### src/rtl/tlc_pkg.sv
// Shared definitions for the traffic-light controller front end: default
// sizing, road encoding and a width helper for the per-channel counters.
package tlc_pkg;

  localparam int unsigned DEB_DEF  = 4;
  localparam int unsigned HOLD_DEF = 8;
  localparam int unsigned CW_DEF   = 8;

  typedef enum logic {
    ROAD_A = 1'b0,
    ROAD_B = 1'b1
  } road_e;

  // Bits needed to hold values 0..v-1, never less than one.
  function automatic int unsigned clog2(input int unsigned v);
    int unsigned r;
    r = 0;
    for (int unsigned i = 0; i < 32; i++) begin
      if ((64'd1 << i) < 64'(v)) r = i + 1;
    end
    return (r == 0) ? 1 : r;
  endfunction

endpackage

### src/rtl/traffic_sensor_channel.sv
// One detector channel: two-flop synchroniser, debounce, post-vehicle hold,
// arrival strobe and saturating arrival counter.
module sensor_channel
  import tlc_pkg::*;
#(
  parameter int unsigned DEB  = DEB_DEF,
  parameter int unsigned HOLD = HOLD_DEF,
  parameter int unsigned CW   = CW_DEF
) (
  input  logic          clk,
  input  logic          r_n,
  input  logic          s,
  input  logic          clr,
  output logic          t,
  output logic          arr,
  output logic [CW-1:0] cnt
);

  localparam int unsigned   DW        = clog2(DEB);
  localparam int unsigned   HW        = clog2(HOLD + 1);
  localparam logic [DW-1:0] DCNT_LAST = DW'(DEB - 1);
  localparam logic [HW-1:0] HOLD_LD   = HW'(HOLD);

  logic          s_meta;
  logic          s_sync;
  logic          deb;
  logic          deb_nxt;
  logic          deb_q;
  logic [DW-1:0] dcnt;
  logic [DW-1:0] dcnt_nxt;
  logic [HW-1:0] hcnt;
  logic [HW-1:0] hcnt_nxt;

  always_comb begin
    deb_nxt  = deb;
    dcnt_nxt = '0;
    if (s_sync != deb) begin
      if (dcnt == DCNT_LAST) deb_nxt = s_sync;
      else                   dcnt_nxt = dcnt + 1'b1;
    end
  end

  // Hold is loaded on the same edge deb falls so t never dips between the
  // debounced level and the hold window.
  always_comb begin
    hcnt_nxt = hcnt;
    if (deb && !deb_nxt)  hcnt_nxt = HOLD_LD;
    else if (deb_nxt)     hcnt_nxt = '0;
    else if (hcnt != '0)  hcnt_nxt = hcnt - 1'b1;
  end

  always_ff @(posedge clk or negedge r_n) begin
    if (!r_n) begin
      s_meta <= 1'b0;
      s_sync <= 1'b0;
      deb    <= 1'b0;
      deb_q  <= 1'b0;
      dcnt   <= '0;
      hcnt   <= '0;
      cnt    <= '0;
    end else begin
      s_meta <= s;
      s_sync <= s_meta;
      deb    <= deb_nxt;
      deb_q  <= deb;
      dcnt   <= dcnt_nxt;
      hcnt   <= hcnt_nxt;
      if (clr)                    cnt <= '0;
      else if (arr && cnt != '1)  cnt <= cnt + 1'b1;
    end
  end

  assign arr = deb & ~deb_q;
  assign t   = deb | (hcnt != '0);

endmodule

### src/rtl/traffic_sensor.sv
// Detector conditioner for the two-road controller: one independent
// sensor channel per road producing ta/tb, arrival strobes and counts.
module traffic_sensor
  import tlc_pkg::*;
#(
  parameter int unsigned DEB  = DEB_DEF,
  parameter int unsigned HOLD = HOLD_DEF,
  parameter int unsigned CW   = CW_DEF
) (
  input  logic          clk,
  input  logic          r_n,
  input  logic          sa,
  input  logic          sb,
  input  logic          clr,
  output logic          ta,
  output logic          tb,
  output logic          arr_a,
  output logic          arr_b,
  output logic [CW-1:0] cnt_a,
  output logic [CW-1:0] cnt_b
);

  sensor_channel #(
    .DEB  (DEB),
    .HOLD (HOLD),
    .CW   (CW)
  ) u_chan_a (
    .clk (clk),
    .r_n (r_n),
    .s   (sa),
    .clr (clr),
    .t   (ta),
    .arr (arr_a),
    .cnt (cnt_a)
  );

  sensor_channel #(
    .DEB  (DEB),
    .HOLD (HOLD),
    .CW   (CW)
  ) u_chan_b (
    .clk (clk),
    .r_n (r_n),
    .s   (sb),
    .clr (clr),
    .t   (tb),
    .arr (arr_b),
    .cnt (cnt_b)
  );

endmodule

### config.mk
export PLATFORM = sky130hd
export DESIGN_NAME = traffic_sensor
export DESIGN_NICKNAME = d
export VERILOG_FILES = /design/src/rtl/tlc_pkg.sv /design/src/rtl/traffic_sensor_channel.sv /design/src/rtl/traffic_sensor.sv
export SDC_FILE = /design/constraint.sdc
export NUM_CORES = 1
export LEC_CHECK = 0
export CORE_ASPECT_RATIO = 0.7
export CORE_MARGIN = 2
export CORE_UTILIZATION = 25
export CTS_CLUSTER_DIAMETER = 100
export DETAILED_ROUTE_END_ITERATION = 16
export GPL_TIMING_DRIVEN = 0
export MAX_ROUTING_LAYER = met4
export PLACE_DENSITY_LB_ADDON = 0.08
export SYNTH_ARGS = -nofsm -noshare
export SYNTH_HDL_FRONTEND = slang
export SYNTH_HIERARCHICAL = 1
export SYNTH_SLANG_ARGS = --single-unit
### constraint.sdc
create_clock -name clk -period 1.9 [get_ports clk]
set_clock_uncertainty 0.15 [all_clocks]
set_input_delay 0.285 -clock clk [delete_from_list [all_inputs] [get_ports clk]]
set_output_delay 0.285 -clock clk [all_outputs]
set_load 0.005 [all_outputs]
Word-level counts from Yosys, hierarchy flattened
Index checks and enable logic that the tools add are counted.
{ "totals": {"register_bits": 36, "inputBits": 5, "output_inout_bits": 20, "elab_cells": 62} }
{ "classes": {"addsub": 6, "n_eq_ne": 6, "mux": 18, "bitwise": 6, "reduce_logical": 12} }
{ "op_table": {"columns": ["cell", "count"], "rows": [
  ["two-way mux 8 bit", 4],
  ["two-way mux 4 bit", 6],
  ["adder 8 x 1 -> 8 bit, second input constant", 2],
  ["inequality test 8 bit, second input constant", 2],
  ["two-way mux 2 bit", 4],
  ["nonzero test 4 bit", 2],
  ["subtractor 4 x 1 -> 4 bit, second input constant", 2],
  ["nonzero test 3 bit", 2],
  ["adder 2 x 1 -> 2 bit, second input constant", 2],
  ["equality test 2 bit, second input constant", 2],
  ["logical AND 1 bit", 4],
  ["two-way mux 1 bit", 4],
  ["nonzero test 2 bit", 2],
  ["AND 1 bit", 2],
  ["logical NOT 1 bit", 2],
  ["inequality test 1 bit", 2],
  ["inverter 1 bit", 2],
  ["bitwise OR 1 bit", 2]
]} }

Longest topological paths before layout
{ "depth": {"ltp_word": 6, "ltp_mapped": 6, "ltp_nobuf": 6} }

Cells and area by module
Netlist, hierarchy kept.
{ "modules_own_cells": {"columns": ["module", "instances", "cells_per_inst", "area_per_inst_um2", "seq_area_each_um2"], "rows": [
  ["sensor_channel", 2, 78, 888.4, 450.4]
]} }

Worst setup path after synthesis
OpenSTA, ideal clock, no wires.
{ "synth_timing": {"path_kind": "register to register", "from": "register u_chan_a.deb", "to": "register u_chan_a.cnt[3]", "setup_time_ps": 125, "arrival_time_ps": 1306, "required_ps": 1625, "setup_slack_ps": 319, "path_stages_with_launch": 6, "n_path_buf": 1, "synth_period_minus_slack_ps": 1581, "path_cell_list": "dfrtp_1 -> buf_6 -> and2b_4 -> and4_4 -> and2_4 -> mux2_2"} }
{ "synth_via": {"elab_chain_cells": 3} }
{ "synth_rtl": {"columns": ["element", "line_no", "text"], "rows": [
  ["from (decl)", "traffic_sensor_channel.sv:26", "logic deb;"],
  ["from (signal assigned)", "traffic_sensor_channel.sv:64", "deb <= deb_nxt;"],
  ["AND 1 bit", "traffic_sensor_channel.sv:73", "assign arr = deb & ~deb_q;"],
  ["net arr_a", "traffic_sensor.sv:17", "output logic arr_a,"],
  ["logical AND 1 bit", "traffic_sensor_channel.sv:69", "else if (arr && cnt != '1) cnt <= cnt + 1'b1;"],
  ["nonzero test 2 bit (no source line)", null, null],
  ["to (signal assigned)", "traffic_sensor_channel.sv:69", null],
  ["to (decl)", "traffic_sensor_channel.sv:16", "output logic [CW-1:0] cnt"]
]} }
The timed path passes the listed nets, and every way through them passes these cells.
A chain may end at the register's enable or synchronous reset.

Worst setup path after layout
{ "layout_timing": {"from": "register u_chan_b.hcnt[0]", "to": "register u_chan_b.hcnt[0]"} }
{ "layout_via": {"elab_chain_cells": 4, "word_cells_on_any_way": 6, "classes_between": "1 x add/sub; 3 x mux; 2 x reduce/logical"} }
{ "layout_rtl": {"columns": ["element", "line_no", "text"], "rows": [
  ["from (decl)", "traffic_sensor_channel.sv:31", "logic [HW-1:0] hcnt;"],
  ["from (signal assigned)", "traffic_sensor_channel.sv:67", "hcnt <= hcnt_nxt;"],
  ["subtractor 4 x 1 -> 4 bit", "traffic_sensor_channel.sv:49", "else if (hcnt != '0) hcnt_nxt = hcnt - 1'b1;"],
  ["two-way mux 4 bit", "traffic_sensor_channel.sv:49", null],
  ["two-way mux 4 bit", "traffic_sensor_channel.sv:48", "else if (deb_nxt) hcnt_nxt = '0;"],
  ["two-way mux 4 bit", "traffic_sensor_channel.sv:47", "if (deb && !deb_nxt) hcnt_nxt = HOLD_LD;"]
]} }
Several ways; a longest one is shown, not always the timed one. The select of a mux whose other input is x is not followed.

==> flow_summary.json <==
{
  "dieWidth_um": 105,
  "clock_path_buffers": 2,
  "peakVddDrop_mv": 0.520,
  "finalNonFillerCells": 300,
  "worstSetupStartpoint": "u_chan_b/hcnt[0]",
  "worst_setup_start_kind": "flip-flop",
  "wirelength_um": 3710,
  "io_buffer_count": 23,
  "clkTransAtPathRegs_ns": 0.07,
  "postSynthAreaPerCell_sq_um": 11.4,
  "grt-ovfl-total": 0,
  "design.core.area_sq_um": 6820,
  "grt_start_max_net_pins": 37,
  "maximum_net_fanout_on_the_critical_path": 4,
  "clock.fmax_ghz": 0.536,
  "detail_route.vias_per_cell": 4.54,
  "totalPowerFinal_mw": 2.98,
  "worstSetupEndpointType": "flip-flop",
  "post-route-drc-count": 0,
  "area_added_between_synthesis_and_finish_pct": 32.3,
  "path_cells": "inv_2, ha_1, nor4b_4, buf_4, buf_4, buf_4, buf_4, xnor2_1, o32ai_1",
  "filler_cell_count": 708,
  "clock_tree_from_tritoncts": "yes",
  "worstPathArrival_ns": 1.89,
  "leakagePower_nw": 1.05,
  "boundaryPins": 25,
  "post-dp-hpwl_um": 2420,
  "route.detailed.wl_per_inst_um": 12.4,
  "multiInputGateArea_sq_um": 816,
  "final_min_period_over_clock_period_pct": 98.2,
  "start_util_pct": 26.1,
  "grt_util_all_layers_pct": 10.7,
  "cts.htree.levels": 2,
  "ff_latch_area_sq_um": 901,
  "final_slew_violations": 0,
  "drv_cap": 0,
  "synth.cells.most_frequent": "36 x sky130_fd_sc_hd__dfrtp_1, 14 x sky130_fd_sc_hd__nor2_1",
  "class_of_the_most_critical_hold_timing_path": "flip-flop to flip-flop",
  "cell_pwr_density_nw_per_um2": 1270,
  "grt_antenna_before_repair": 0,
  "rows": 25,
  "die_h_um": 74.5,
  "synth.net_count": 169,
  "slew_headroom_pct": 45.1,
  "synth_warnings": 6,
  "first_global_vias": 1335,
  "synth.most_common_cell": "sky130_fd_sc_hd__dfrtp_1",
  "crit_path_frequent_cell": "sky130_fd_sc_hd__buf_4",
  "hold_path_startpoint": "u_chan_a/s_meta",
  "rr_startpoint": "u_chan_b/hcnt[0]",
  "synth_largest_type_area_fraction_pct": 50.7,
  "ys_ff_latch": 36,
  "cell_type_of_the_slowest_stage_on_the_worst_timing_path": "sky130_fd_sc_hd__dfrtp_1",
  "post_route_cells_drive_above_1_share_pct": 24.3,
  "final_nets": 218,
  "num_vias": 1363,
  "ant_nets": 0,
  "worstPathRequired_ns": 1.93,
  "synth.largest_area_cell": "sky130_fd_sc_hd__dfrtp_1",
  "ys_seq_area_share_pct": 50.7,
  "clk_root_buffer_cell": "sky130_fd_sc_hd__clkbuf_8",
  "drtIter0Drc": 40,
  "setup_repair_after_global_routing_missed_its_margin": "true",
  "yosysUniqueCellTypes": 32,
  "synth.top_cells.by_area": "sky130_fd_sc_hd__dfrtp_1 51%, sky130_fd_sc_hd__ha_1 5.6%, sky130_fd_sc_hd__nor2_1 3.0%, sky130_fd_sc_hd__xor2_1 3.0%, sky130_fd_sc_hd__nor4b_4 2.7%",
  "grt_first_pass_wirelength_um": 6330,
  "floorplan.die_area_sq_um": 7810,
  "number_of_enable_flip_flop_cells_after_synthesis": 0,
  "cts_inserted_buffers": 5,
  "crit_path_max_incr_delay_ns": 0.38,
  "insertion_delay_of_the_later_clocked_pin_in_the_worst_skew_pair_ns": 0.28,
  "dominantRegCellSynth": "sky130_fd_sc_hd__dfrtp_1",
  "timing.setup.tns_ns": 0,
  "async_flop_share_pct": 100,
  "timing_worst_slew_pin_value_ns": 0.824,
  "numClockSinks": 36,
  "final_period_minus_worst_setup_slack_ns": 1.87,
  "finalWeightedCongestion": 0.752,
  "worst-setup-path-type": "flip-flop to flip-flop",
  "synthesis.area_sq_um": 1780,
  "antenna-diode-count": 0,
  "run_status": "finished clean",
  "setup_viol_count_final": 0,
  "synthesis.instances": 156,
  "finalHoldViolCount": 0,
  "drt-pass1-iter-count": 4,
  "number_of_placed_cells_counting_well_taps": 273
}
[path summary, 6_finish.rpt]
kind | cells past startpoint | to | slack [ns]
hold / removal | 0 | u_chan_a/s_sync | 0.20
min in group asynchronous | 2 | u_chan_b/cnt[1] | 0.49
setup reg to reg | 9 | u_chan_b/hcnt[0] | 0.03
max in group asynchronous | 2 | u_chan_a/s_meta | 0.60
hold reg to reg | 0 | u_chan_a/s_sync | 0.20
setup / recovery | 9 | u_chan_b/hcnt[0] | 0.03
[layout make-up]
| type | count | share of cell area [%] |
|---|---|---|
| repair buffers | 42 | 15.5 |
| inverters | 8 | 1.28 |
| flip-flops and latches | 36 | 38.3 |
| plain buffers | 4 | 1.28 |
| multi-input cells | 108 | 34.7 |
| clock buffers | 8 | 3.83 |
| well taps | 94 | 5.01 |
[flip-flops by register name, indices dropped and copies added (netlist names)]
| register | flops |
|---|---|
| u_chan_b/hcnt | 4 |
| u_chan_a/cnt | 8 |
| u_chan_b/dcnt | 2 |
| u_chan_a/dcnt | 2 |
| u_chan_b/deb_q | 1 |
| u_chan_a/hcnt | 4 |
| u_chan_a/s_sync | 1 |
| u_chan_a/deb_q | 1 |
| u_chan_b/s_sync | 1 |
| u_chan_b/deb | 1 |
| u_chan_b/s_meta | 1 |
| u_chan_a/deb | 1 |
| u_chan_a/s_meta | 1 |
| u_chan_b/cnt | 8 |
[per-layer routing]
| layer | share of wire, % | GRT usage (%) | wire (um) | vias to the layer above |
|---|---|---|---|---|
| li1 | - | - | - | 662 |
| met1 | 52 | 14.0 | 1920 | 665 |
| met3 | 4.7 | 3.24 | 174 | 4 |
| met5 | 0 | - | 0 | - |
| met2 | 43 | 15.5 | 1590 | 32 |
| met4 | 0.83 | 4.15 | 31 | 0 |
[where the power goes]
part / switching (mW) / internal [mW]
clock network: 0.258 / 0.296
registers: 0.154 / 0.962
logic: 0.553 / 0.753
[metrics by stage]
stage               utilization [%]  setup WS, ns  cell area (sq um)  hold WS (ns)
finish                         34.5        0.0342               2350         0.199
global route                   34.5       -0.0322               2350         0.211
CTS                            34.4       0.00307               2350         0.203
detailed placement             31.1        -0.152               2120         0.186
global placement               31.2        -0.514               2120         0.188
floorplan                         -         0.319               1780        -0.161
[critical path: cells and delay by family, from the launching register on]
family | cells | cell delay, ns
AO/OA/AOI/OAI | 1 | 0.23
XOR/XNOR | 1 | 0.12
adder cells (fa/ha/maj) | 1 | 0.19
buffers and inverters | 5 | 0.56
flip-flops | 1 | 0.38
AND/OR/NAND/NOR | 1 | 0.13
[repair_timing]
action	CTS	global route
hold buffers	1	0
endpoints found under the setup margin	4	5
hold endpoints to repair	36	0
buffers inserted	17	1
resized for setup	7	6
pin swaps	0	2
[logic make-up (layout without fill, tap and decap cells)]
kind of cell	after synthesis	count (layout)	synth area share (%)
AOI/OAI and AO/OA	30	30	11.5
adders and majority gates	8	8	5.63
muxes	6	6	3.66
xor gates and xnor gates	10	10	4.93
DFF	36	36	50.7
buffers and inverters	12	62	3.38
and+or+nand+nor	54	54	20.1
[layout by cell type (no fill, tap or decap), types with 3 or more instances in the layout]
master	netlist	final
sky130_fd_sc_hd__ha_1	8	8
sky130_fd_sc_hd__xor2_1	6	6
sky130_fd_sc_hd__a21oi_1	8	8
sky130_fd_sc_hd__dfrtp_1	36	36
sky130_fd_sc_hd__a311oi_1	4	4
sky130_fd_sc_hd__clkdlybuf4s50_1	0	18
sky130_fd_sc_hd__a211oi_1	6	6
sky130_fd_sc_hd__nor3_1	8	8
sky130_fd_sc_hd__a31oi_1	4	4
sky130_fd_sc_hd__nand3_1	4	4
sky130_fd_sc_hd__nor2b_1	6	6
sky130_fd_sc_hd__buf_4	0	18
sky130_fd_sc_hd__xnor2_1	4	4
sky130_fd_sc_hd__inv_1	8	3
sky130_fd_sc_hd__mux2_2	4	4
sky130_fd_sc_hd__inv_2	0	5
sky130_fd_sc_hd__nor2_1	14	14
sky130_fd_sc_hd__clkbuf_8	0	6
Note: power is estimated with default switching activity, not from simulation.
